[config.mk]
export PLATFORM = sky130hd
export DESIGN_NAME = updown_mod_counter
export DESIGN_NICKNAME = d
export VERILOG_FILES = /design/src/rtl/updown_mod_counter.sv
export SDC_FILE = /design/constraint.sdc
export NUM_CORES = 1
export LEC_CHECK = 0
export CORE_AREA = 5 5 42 44
export CTS_BUF_LIST = sky130_fd_sc_hd__clkbuf_16
export CTS_CLUSTER_SIZE = 28
export DETAILED_ROUTE_END_ITERATION = 10
export DIE_AREA = 0 0 47 49
export PLACE_DENSITY = 0.66
export RECOVER_POWER = 25
export SETUP_SLACK_MARGIN = 0.3
export SYNTH_ARGS = -nofsm -noshare
export SYNTH_HDL_FRONTEND = slang
export SYNTH_SLANG_ARGS = --single-unit
[constraint.sdc]
create_clock -name clk -period 3.6 [get_ports clk]
set_input_delay 0.36 -clock clk [delete_from_list [all_inputs] [get_ports clk]]
set_output_delay 0.36 -clock clk [all_outputs]
set_load 0.005 [all_outputs]
[src/rtl/updown_mod_counter.sv]
// Up/down modulo counter over 0..MAX with an optional prescaler and a choice
// of wrap or saturate at the bounds; wrap pulses when a step hits a bound.
module updown_mod_counter #(
    parameter int          WIDTH    = 4,
    parameter int unsigned MAX      = 15,
    parameter int          SATURATE = 0,
    parameter int          PRESCALE = 1
) (
    input  logic             clk,
    input  logic             reset,
    input  logic             en,
    input  logic             up,
    input  logic             load,
    input  logic [WIDTH-1:0] load_val,
    output logic [WIDTH-1:0] count,
    output logic             wrap,
    output logic             at_max,
    output logic             at_zero
);

    localparam int               PW       = (PRESCALE > 1) ? $clog2(PRESCALE) : 1;
    localparam logic [PW-1:0]    PRE_LAST = PW'(PRESCALE - 1);
    localparam logic [WIDTH-1:0] MAX_V    = WIDTH'(MAX);
    localparam bit               SAT      = (SATURATE != 0);

    logic [PW-1:0] pre;
    logic          tick;

    // A load restarts the prescale interval, so it also suppresses the tick.
    assign tick    = en && !load && (pre == PRE_LAST);
    assign at_max  = (count == MAX_V);
    assign at_zero = (count == '0);

    always_ff @(posedge clk) begin
        if (reset) begin
            count <= '0;
            pre   <= '0;
            wrap  <= 1'b0;
        end else begin
            wrap <= 1'b0;
            if (load) begin
                count <= (load_val > MAX_V) ? MAX_V : load_val;
                pre   <= '0;
            end else if (en) begin
                pre <= (pre == PRE_LAST) ? '0 : pre + 1'b1;
                if (tick) begin
                    if (up) begin
                        if (count >= MAX_V) begin
                            wrap  <= 1'b1;
                            count <= SAT ? MAX_V : '0;
                        end else begin
                            count <= count + 1'b1;
                        end
                    end else begin
                        if (count == '0) begin
                            wrap  <= 1'b1;
                            count <= SAT ? '0 : MAX_V;
                        end else begin
                            count <= count - 1'b1;
                        end
                    end
                end
            end
        end
    end

endmodule

==> results of run 1 <==
==> cell type report <==
type	instances	area, sq um	area share
timing repair buffer	15	150	0.251
multi-input combinational	34	234	0.391
inverter	4	15.0	0.0251
clock inverter	1	3.75	0.00628
tap	16	20.0	0.0335
sequential	5	100	0.167
clock buffer	3	75.1	0.126
==> cell families (layout without fill, tap and decap cells) <==
family	Yosys count	in the layout	share of synthesized area
AOI/OAI and AO/OA	13	13	0.218
xor gates and xnor gates	2	2	0.0491
adders and majority gates	2	2	0.0702
and+or+nand+nor	15	15	0.270
muxes	2	2	0.0596
buffers and inverters	5	23	0.0526
DFF	5	5	0.281
==> routing by layer <==
| layer | wire length (um) | vias up |
|---|---|---|
| met5 | 0 | - |
| met4 | 7 | 0 |
| met3 | 138 | 2 |
| met2 | 428 | 20 |
| met1 | 411 | 169 |
| li1 | - | 196 |
==> cells in the mapped netlist <==
cell                       instances  share of area
sky130_fd_sc_hd__nor3b_1           2          0.042
sky130_fd_sc_hd__or3b_1            1          0.025
sky130_fd_sc_hd__nor3_1            1          0.014
sky130_fd_sc_hd__or4b_4            1          0.039
sky130_fd_sc_hd__nand2_1           4          0.042
sky130_fd_sc_hd__mux2i_1           1          0.028
sky130_fd_sc_hd__and3_2            1          0.021
sky130_fd_sc_hd__mux2_2            1          0.032
sky130_fd_sc_hd__o32ai_1           1          0.025
sky130_fd_sc_hd__a31oi_1           1          0.018
sky130_fd_sc_hd__clkbuf_1          1          0.011
sky130_fd_sc_hd__ha_1              2          0.070
sky130_fd_sc_hd__o21ai_0           3          0.042
sky130_fd_sc_hd__nand4_1           1          0.018
sky130_fd_sc_hd__o21a_1            1          0.021
sky130_fd_sc_hd__dfxtp_1           5           0.28
sky130_fd_sc_hd__nand2b_1          1          0.018
sky130_fd_sc_hd__xnor2_1           2          0.049
sky130_fd_sc_hd__nor2b_1           1          0.018
sky130_fd_sc_hd__o311a_1           1          0.028
sky130_fd_sc_hd__a21oi_1           6          0.084
sky130_fd_sc_hd__nand4b_1          1          0.025
sky130_fd_sc_hd__nor2_1            1          0.011
sky130_fd_sc_hd__inv_1             4          0.042
==> flip-flops by register name, summed over array words and instances (netlist names) <==
register	flops
count	4
wrap	1
==> power by group through the flow <==
stage	clock network (W)	registers [W]	logic, W
after global routing	0.000187	0.0000673	0.0000561
final	0.000179	0.0000667	0.0000508
after global placement	0	0.0000676	0.0000517
after floorplan	0	0.0000658	0.0000263
after CTS	0.000182	0.0000667	0.0000525
after detailed placement	0	0.0000675	0.0000519
==> stage by stage <==
step	util	cells	hold slack, ns
floorplan	-	44	0.429
global placement	0.373	74	0.675
detailed placement	0.373	74	0.683
CTS	0.429	78	0.692
global route	0.427	78	0.719
finish	0.427	78	0.694
==> worst min-delay path by stage <==
stage,start,end,cells after the start
finish,count[0],count[0],3
global route,count[0],count[0],3
CTS,count[0],count[0],3
detailed placement,count[0],count[0],3
global placement,count[0],count[0],3
floorplan,reset,count[0],1
==> worst min-delay path, cell delays in order (launching register included) <==
cell	delay, ns
sky130_fd_sc_hd__dfxtp_1	0.36
sky130_fd_sc_hd__nand2_1	0.08
sky130_fd_sc_hd__nand4b_1	0.09
sky130_fd_sc_hd__a21oi_1	0.12
==> impl_summary.log, run 1 <==
[metrics] status: complete, no violations
[metrics] critical path class: reg2out
[metrics] sequential fraction of design power: 0.225
[metrics] CORE AREA: 0.00140 sq mm
[metrics] number of antenna diodes: 0
[metrics] initial cell density of the core: 0.254
[metrics] transition at the pin with the smallest max-transition slack: ~0.30 ns
[metrics] detailed placer's ending HPWL: ~740 um
[metrics] highest-count cells in the layout ignoring fill and taps: sky130_fd_sc_hd__clkdlybuf4s50_1, sky130_fd_sc_hd__a21oi_1, sky130_fd_sc_hd__inv_1, sky130_fd_sc_hd__dfxtp_1, sky130_fd_sc_hd__nand2_1
[metrics] Buf/Inv on CP: 2
[metrics] required time of the worst setup path: roughly 3.2 ns
[metrics] arrival time reported for the critical path endpoint: 1.67 ns
[metrics] Syn Std Cell Area: ~360 sq um
[metrics] period utilisation layout: 0.564
[metrics] VDD IR max: approximately 0.29 mV
[metrics] design area: between 500 and 600 sq um
[metrics] I/O pin count: 16
[metrics] clock-pin slew on the worst setup and hold paths: roughly 0.03 ns
[metrics] Avg Inst Size Synth: 8.10 sq um
[metrics] number of buffers inserted for hold repair after clock tree synthesis: 0
[metrics] number of pins with negative max-slew slack in the final report: 0
[metrics] number of library cell types mapped by synthesis: 24
[metrics] unrepaired setup endpoints after global routing: no
[metrics] power after layout: between 0.0002 and 0.0003 W
[metrics] num rows: 14
[metrics] number of fillers in the final layout: between 150 and 200
[metrics] number of max-capacitance violations reported: 0
[metrics] Area after DPL: around 520 sq um
[metrics] Critical Path Max Stage Delay: 0.53 ns
[metrics] total vias in the final route: 387
[metrics] relative area change from synthesis to final layout: 67.7%
[metrics] Switching Fraction: 0.208
[metrics] minimum period implied by the final worst setup slack: ~2.0 ns
[metrics] endpoint of the worst register-to-register path: count[0]
[metrics] kind of cell with the highest combined delay on the critical path: buffers and inverters
[metrics] remaining global-route overflow: 0
[metrics] 1st-pass router iterations: 4
[metrics] share of total power in combinational logic: 0.171
[metrics] peak fanout along the critical path: 6
[metrics] initial antenna violation count: 0
[metrics] post-synthesis instance total: 44
[metrics] number of buffer cells added on primary ports: 15
[metrics] Global Route met3 Usage: 0.0923
[metrics] internal portion of total power: about 0.00023 W
[metrics] most common cell after layout, fill and taps aside: sky130_fd_sc_hd__clkdlybuf4s50_1
[metrics] clock skew after layout: about 0.00030 ns
[metrics] Switch Pwr: 0.0000617 W
[metrics] Synth Register Bits: 5
[metrics] GR Util All Layers: 0.0980
[metrics] Global Route met2 Usage: 0.129
[metrics] Worst Setup EP: at_zero
[metrics] drt initial violations: 9
[metrics] Max Root-Sink Buffers: 2
[metrics] largest net degree at the start of global routing: 11
[metrics] proportion of layout cells with a drive suffix above 1: 0.0806
[metrics] list of cells traversed by the critical path: inv_1, ha_1, nor3b_1, clkdlybuf4s50_1
[metrics] # Post-CTS Setup Buffers: 0
[metrics] met1 demand-to-capacity share in global routing: 0.106
[metrics] worst hold-check path type: reg2reg
[metrics] sequential cell area fraction in the yosys report: 0.281
[metrics] Worst R2R Setup Slack: between 2 and 2.5 ns
[metrics] final worst setup slack: 1.57 ns
[metrics] worst slew margin relative to its limit: 0.798
[metrics] number of warning messages in the yosys log: 0
[metrics] fmax: between 400 and 500 MHz
[metrics] post-detailed-route DRC marker count: 0
[metrics] cts bufs inserted: 3
[metrics] overall die width: about 47 um
[metrics] clock tree from TritonCTS: yes
[metrics] CP startpoint: count[0]
[metrics] Setup WS pre-CTS: roughly 1.8 ns
[metrics] area enclosed by the die boundary: about 0.0023 sq mm
[metrics] leakage component of the power: about 0.23 nW
[metrics] count of cells along the worst register-to-register path: 6
[metrics] Worst path slowest cell: sky130_fd_sc_hd__clkdlybuf4s50_1
[metrics] CTS H-tree lvls: 1
[metrics] total detailed-routing wirelength: just under 1000 um
[metrics] final estimated routing congestion in global placement: between 0.7 and 0.8
[metrics] CTS-repair resized insts: 0
[metrics] Die Ht: 49 um
[metrics] kind of start point of the critical path: flip-flop
[metrics] endpoint kind of the worst setup timing path: primary output
[metrics] Fin. Hold Viols: 0
[metrics] startpoint of the most critical register-to-register path: count[0]
[metrics] Finish-stage setup viols: 0
[metrics] power per cell area: 495 mW/mm^2
[metrics] setup TNS after final layout: 0 ns
[metrics] first-pass GRT wire length: around 1500 um
[metrics] CTS sink cnt: 5
[metrics] part of the power in the clock network: 0.603
[metrics] Worst path depth: 4
[metrics] via count normalized by instance count: between 4 and 5
[metrics] number of routed nets with antenna violations: 0
[metrics] clock network latency to the later pin of the worst-skew pair: 0.23 ns
[metrics] number of nets in the final layout: 74
[metrics] vias in the first global route: between 300 and 400
[metrics] Synth Net Count: 55
[metrics] wire length per cell: approximately 13 um
[metrics] root buf cell: sky130_fd_sc_hd__clkbuf_16
[metrics] busiest layer in global routing: met2
Note: power is estimated with default switching activity, not from simulation.
==> run 2, diff against run 1 <==
--- a/config.mk
+++ b/config.mk
@@ -10,7 +10,7 @@
 export CTS_CLUSTER_SIZE = 28
 export DETAILED_ROUTE_END_ITERATION = 10
 export DIE_AREA = 0 0 47 49
-export PLACE_DENSITY = 0.66
+export PLACE_DENSITY = 0.68
 export RECOVER_POWER = 25
 export SETUP_SLACK_MARGIN = 0.3
 export SYNTH_ARGS = -nofsm -noshare
==> constraint.sdc (replaced) <==
create_clock -name clk -period 1.8 [get_ports clk]
set_input_delay 0.18 -clock clk [delete_from_list [all_inputs] [get_ports clk]]
set_output_delay 0.18 -clock clk [all_outputs]
set_load 0.005 [all_outputs]
==> impl_summary.log, run 2 (synthesis results as in run 1) <==
[metrics] unrepaired setup endpoints after global routing: no
[metrics] highest metal layer used by the detailed router: met3
[metrics] period utilisation layout: 0.859
[metrics] Metal-1 WL: 499 um
[metrics] clock network latency to the later pin of the worst-skew pair: ~0.23 ns
[metrics] CP startpoint: count[0]
[metrics] num rows: 14
[metrics] required time of the worst setup path: 1.62 ns
[metrics] total vias in the final route: 432
[metrics] Met2 Routed Length: roughly 530 um
[metrics] Die Ht: roughly 50 um
[metrics] startpoint of the most critical register-to-register path: count[0]
[metrics] total detailed-routing wirelength: 1120 um
[metrics] status: complete, no violations
[metrics] setup TNS after final layout: 0 ns
[metrics] Worst path slowest cell: sky130_fd_sc_hd__dfxtp_1
[metrics] CTS H-tree lvls: 1
[metrics] highest-count cells in the layout ignoring fill and taps: sky130_fd_sc_hd__clkdlybuf4s50_1, sky130_fd_sc_hd__a21oi_1, sky130_fd_sc_hd__buf_4, sky130_fd_sc_hd__dfxtp_1
[metrics] number of pins with negative max-slew slack in the final report: 0
[metrics] number of routed nets with antenna violations: 0
[metrics] number of antenna diodes: 0
[metrics] peak fanout along the critical path: 6
[metrics] via count normalized by instance count: 5.14
[metrics] endpoint kind of the worst setup timing path: primary output
[metrics] CTS sink cnt: 5
[metrics] part of the power in the clock network: 0.582
[metrics] clock skew after layout: about 0.0002 ns
[metrics] share of total power in combinational logic: 0.199
[metrics] number of flip-flops under the largest register name: 4
[metrics] arrival time reported for the critical path endpoint: between 1 and 1.5 ns
[metrics] Fin. Hold Viols: 0
[metrics] post-detailed-route DRC marker count: 0
[metrics] clock tree from TritonCTS: yes
[metrics] most common cell after layout, fill and taps aside: sky130_fd_sc_hd__clkdlybuf4s50_1
[metrics] largest net degree at the start of global routing: 10
[metrics] relative area change from synthesis to final layout: 88.4%
[metrics] I/O pin count: 16
[metrics] Critical Path Max Stage Delay: around 0.46 ns
[metrics] initial antenna violation count: 0
[metrics] minimum period implied by the final worst setup slack: about 1.5 ns
[metrics] drt initial violations: 7
[metrics] critical path class: reg2out
[metrics] initial cell density of the core: 0.254
[metrics] power per cell area: about 900 mW/mm^2
[metrics] CORE AREA: roughly 0.0014 sq mm
[metrics] vias in the first global route: just over 400
[metrics] overall die width: roughly 47 um
[metrics] Switch Pwr: between 0.0001 and 0.00015 W
[metrics] registers with the highest flip-flop counts: count: 4 flops, wrap: 1 flops
[metrics] detailed placer's ending HPWL: approximately 760 um
[metrics] number of buffer cells added on primary ports: 15
[metrics] number of buffers inserted for hold repair after clock tree synthesis: 0
[metrics] proportion of layout cells with a drive suffix above 1: 0.265
[metrics] GR Util All Layers: 0.0950
[metrics] area enclosed by the die boundary: 0.00230 sq mm
[metrics] worst hold path startpoint: load_val[2]
[metrics] final estimated routing congestion in global placement: 0.754
[metrics] detailed route wirelength on metal3: approximately 93 um
[metrics] clock-pin slew on the worst setup and hold paths: approximately 0.030 ns
[metrics] VDD IR max: ~0.54 mV
[metrics] Switching Fraction: 0.218
[metrics] worst slew margin relative to its limit: 0.808
[metrics] number of fillers in the final layout: approximately 150
[metrics] sequential fraction of design power: 0.219
[metrics] post-layout utilization of the core: 0.479
[metrics] Max Root-Sink Buffers: 2
[metrics] wire length per cell: 13.3 um
[metrics] list of cells traversed by the critical path: ha_2, and3_2, dlygate4sd2_1
[metrics] transition at the pin with the smallest max-transition slack: approximately 0.29 ns
[metrics] root buf cell: sky130_fd_sc_hd__clkbuf_16
[metrics] number of nets in the final layout: 80
[metrics] 1st-pass router iterations: 4
[metrics] most flop-heavy register: count
[metrics] kind of start point of the critical path: flip-flop
[metrics] first-pass GRT wire length: between 1500 and 2000 um
[metrics] Finish-stage setup viols: 0
[metrics] fmax: 647 MHz
[metrics] number of max-capacitance violations reported: 0
[metrics] internal portion of total power: ~0.00048 W
[metrics] cts bufs inserted: 3
[metrics] remaining global-route overflow: 0
[metrics] worst hold-check path type: in2reg
[metrics] leakage component of the power: 0.272 nW
## run 2: cell types whose count changed in the layout (fill, tap and decap cells not counted), sizes merged
cell / change
clkdlybuf4s50: -1
dlygate4sd3: -1
buf: +6
dlygate4sd2: +2
## run 2: area by class of cell
type / count / area, sq um / share of cell area
inverter: 4 / 20.0 / 0.0298
timing repair buffer: 21 / 193 / 0.287
clock buffer: 3 / 75.1 / 0.112
clock inverter: 1 / 3.75 / 0.00559
sequential: 5 / 104 / 0.155
tap: 16 / 20.0 / 0.0298
multi-input combinational: 34 / 256 / 0.382
## run 2: final timing paths
check             endpoint  slack (ns)  cells past startpoint
setup reg to reg  count[0]        0.30                      6
hold reg to reg   count[2]        0.69                      2
hold / removal    count[2]        0.60                      4
setup / recovery    at_max        0.25                      3
## run 2: repair_timing
action	in CTS	in global routing
setup endpoints to repair	3	2
resized for setup	10	5
setup buffers	0	3
pin swaps	0	2
## run 2: metal layers
metal / track usage / up-vias
li1: - / 207
met1: 0.118 / 201
met2: 0.147 / 24
met3: 0.0148 / 0
met4: 0.0553 / 0
met5: 0 / -
## run 2: power by group through the flow
stage / combinational (W) / clock [W] / sequential (W)
6_report: 0.000123 / 0.000360 / 0.000135
5_1_grt: 0.000136 / 0.000373 / 0.000137
4_1_cts: 0.000111 / 0.000364 / 0.000133
3_5_place_dp: 0.000110 / 0 / 0.000134
3_3_place_gp: 0.000110 / 0 / 0.000134
2_1_floorplan: 0.0000526 / 0 / 0.000132
## run 2: per-stage QoR
step	total power, W	hold WS, ns	std cells	setup WS (ns)	cell area (sq um)
4_1_cts	0.000608	0.597	81	0.311	639
2_1_floorplan	0.000184	0.249	44	0.378	357
3_5_place_dp	0.000244	0.650	77	0.228	546
3_3_place_gp	0.000244	0.651	77	0.248	546
6_report	0.000619	0.603	84	0.254	672
5_1_grt	0.000646	0.625	84	0.185	672
## run 2: critical path, delay by kind of cell, from the launching register on
kind,cells,cell delay (ns)
adder cells (fa/ha/maj),1,0.24
buffers and inverters,1,0.24
flip-flops,1,0.46
AND/OR/NAND/NOR,1,0.20
==> run 3, diff against run 2 <==
--- a/config.mk
+++ b/config.mk
@@ -5,11 +5,11 @@
 export SDC_FILE = /design/constraint.sdc
 export NUM_CORES = 1
 export LEC_CHECK = 0
-export CORE_AREA = 5 5 42 44
+export CORE_AREA = 2 2 39 41
 export CTS_BUF_LIST = sky130_fd_sc_hd__clkbuf_16
 export CTS_CLUSTER_SIZE = 28
 export DETAILED_ROUTE_END_ITERATION = 10
-export DIE_AREA = 0 0 47 49
+export DIE_AREA = 0 0 41 43
 export PLACE_DENSITY = 0.68
 export RECOVER_POWER = 25
 export SETUP_SLACK_MARGIN = 0.3
==> impl_summary.log, run 3 (synthesis results as in run 1) <==
[metrics] required time of the worst setup path: roughly 1.6 ns
[metrics] clock tree from TritonCTS: yes
[metrics] num rows: 14
[metrics] area enclosed by the die boundary: 0.00176 sq mm
[metrics] worst hold-check path type: in2reg
[metrics] Die Ht: roughly 43 um
[metrics] highest-count cells in the layout ignoring fill and taps: sky130_fd_sc_hd__clkdlybuf4s50_1, sky130_fd_sc_hd__a21oi_1, sky130_fd_sc_hd__buf_4, sky130_fd_sc_hd__inv_1, sky130_fd_sc_hd__dfxtp_1
[metrics] post-detailed-route DRC marker count: 0
[metrics] count of cells along the worst register-to-register path: 6
[metrics] transition at the pin with the smallest max-transition slack: 0.284 ns
[metrics] endpoint of the worst register-to-register path: count[0]
[metrics] largest net degree at the start of global routing: 10
[metrics] Worst R2R Setup Slack: roughly 0.31 ns
[metrics] status: complete, no violations
[metrics] root buf cell: sky130_fd_sc_hd__clkbuf_16
[metrics] unrepaired setup endpoints after global routing: no
[metrics] clock skew after layout: roughly 0.000084 ns
[metrics] number of routed nets with antenna violations: 0
[metrics] minimum period implied by the final worst setup slack: ~1.5 ns
[metrics] arrival time reported for the critical path endpoint: approximately 1.3 ns
[metrics] kind of start point of the critical path: flip-flop
[metrics] Max Root-Sink Buffers: 2
[metrics] leakage component of the power: 0.271 nW
[metrics] endpoint kind of the worst setup timing path: primary output
[metrics] Worst path slowest cell: sky130_fd_sc_hd__dfxtp_1
[metrics] VDD IR max: around 0.47 mV
[metrics] setup TNS after final layout: 0 ns
[metrics] Finish-stage setup viols: 0
[metrics] fmax: approximately 660 MHz
[metrics] final estimated routing congestion in global placement: about 0.87
[metrics] total detailed-routing wirelength: roughly 1100 um
[metrics] power after layout: around 0.00062 W
[metrics] most flop-heavy register: count
[metrics] CTS sink cnt: 5
[metrics] first-pass GRT wire length: between 1500 and 2000 um
[metrics] peak fanout along the critical path: 6
[metrics] most common cell after layout, fill and taps aside: sky130_fd_sc_hd__clkdlybuf4s50_1
[metrics] Fin. Hold Viols: 0
[metrics] worst hold path startpoint: load_val[2]
[metrics] post-layout utilization of the core: 0.483
[metrics] proportion of layout cells with a drive suffix above 1: 0.250
[metrics] startpoint of the most critical register-to-register path: count[1]
[metrics] total vias in the final route: just over 400
[metrics] registers with the highest flip-flop counts: count: 4 flops, wrap: 1 flops
[metrics] critical path class: reg2out
[metrics] number of nets in the final layout: 80
[metrics] number of buffer cells added on primary ports: 15
[metrics] wire length per cell: approximately 13 um
[metrics] I/O pin count: 16
[metrics] overall die width: a little over 40 um
[metrics] via count normalized by instance count: ~4.9
[metrics] remaining global-route overflow: 0
[metrics] power per cell area: 931 mW/mm^2
[metrics] CTS H-tree lvls: 1
[metrics] period utilisation layout: 0.839
[metrics] cts bufs inserted: 3
[metrics] number of flip-flops under the largest register name: 4
[metrics] Critical Path Max Stage Delay: roughly 0.4 ns
[metrics] relative area change from synthesis to final layout: 87.4%
[metrics] detailed placer's ending HPWL: between 700 and 800 um
[metrics] number of antenna diodes: 0
[metrics] 1st-pass router iterations: 4
[metrics] Hold Path Sink: count[2]
[metrics] vias in the first global route: between 300 and 400
[metrics] clock network latency to the later pin of the worst-skew pair: ~0.23 ns
[metrics] initial cell density of the core: 0.258
[metrics] list of cells traversed by the critical path: inv_1, ha_4, nor3b_1, dlygate4sd2_1
[metrics] worst slew margin relative to its limit: 0.810
[metrics] clock-pin slew on the worst setup and hold paths: roughly 0.03 ns
[metrics] drt initial violations: 8
[metrics] CORE AREA: approximately 0.0014 sq mm
[metrics] Hold Path Depth: 4
[metrics] number of pins with negative max-slew slack in the final report: 0
[metrics] GR Util All Layers: 0.152
[metrics] number of max-capacitance violations reported: 0
[metrics] initial antenna violation count: 0
==> run 3: worst max-delay path: cells and delay by family, from the launching register on <==
family	cells	cell delay [ns]
buffers and inverters	2	0.39
AND/OR/NAND/NOR	1	0.13
flip-flops	1	0.40
adder cells (fa/ha/maj)	1	0.18
==> run 3: power breakdown <==
part           total (W)  switching (W)  internal, W
clock network   0.000366      0.0000779     0.000288
logic           0.000123      0.0000455    0.0000771
registers       0.000133      0.0000140     0.000119
total           0.000622       0.000137     0.000484
==> run 3: metal layers <==
layer  vias to the layer above  track usage  share of wire
li1                        207            -              -
met1                       181        0.171           0.44
met2                        20        0.200           0.44
met3                         4       0.0681          0.082
met4                         0        0.140          0.038
met5                         -            0              0
==> run 3: how the worst max path moves through the flow <==
stage	endpoint	slack, ns	start
2_1_floorplan	count[0]	0.38	count[0]
3_3_place_gp	count[0]	0.26	up
3_5_place_dp	at_zero	0.24	count[0]
4_1_cts	at_zero	0.32	count[1]
5_1_grt	at_zero	0.19	count[1]
6_report	at_zero	0.29	count[1]
==> run 3: area by class of cell <==
| type | instances | area, sq um |
|---|---|---|
| clock inverter | 1 | 3.75 |
| sequential | 5 | 104 |
| multi-input combinational | 34 | 255 |
| clock buffer | 3 | 75.1 |
| timing repair buffer | 21 | 193 |
| fill | 132 | 716 |
| inverter | 4 | 17.5 |
| tap | 16 | 20.0 |
==> run 3: per-stage QoR <==
| stage | std cells | cell area [sq um] | worst slack, ns | hold slack [ns] |
|---|---|---|---|---|
| after floorplan | 44 | 357 | 0.378 | 0.249 |
| after global placement | 77 | 546 | 0.262 | 0.644 |
| after detailed placement | 77 | 546 | 0.238 | 0.660 |
| after CTS | 81 | 632 | 0.318 | 0.587 |
| after global routing | 84 | 668 | 0.188 | 0.614 |
| final | 84 | 668 | 0.289 | 0.584 |
==> run 3: timing repair <==
item | CTS | global route
gates resized for setup | 8 | 4
buffers inserted | 0 | 3
gates cloned | 0 | 0
endpoints found under the setup margin | 3 | 2
pin swaps | 0 | 1
hold buffers | 0 | 0
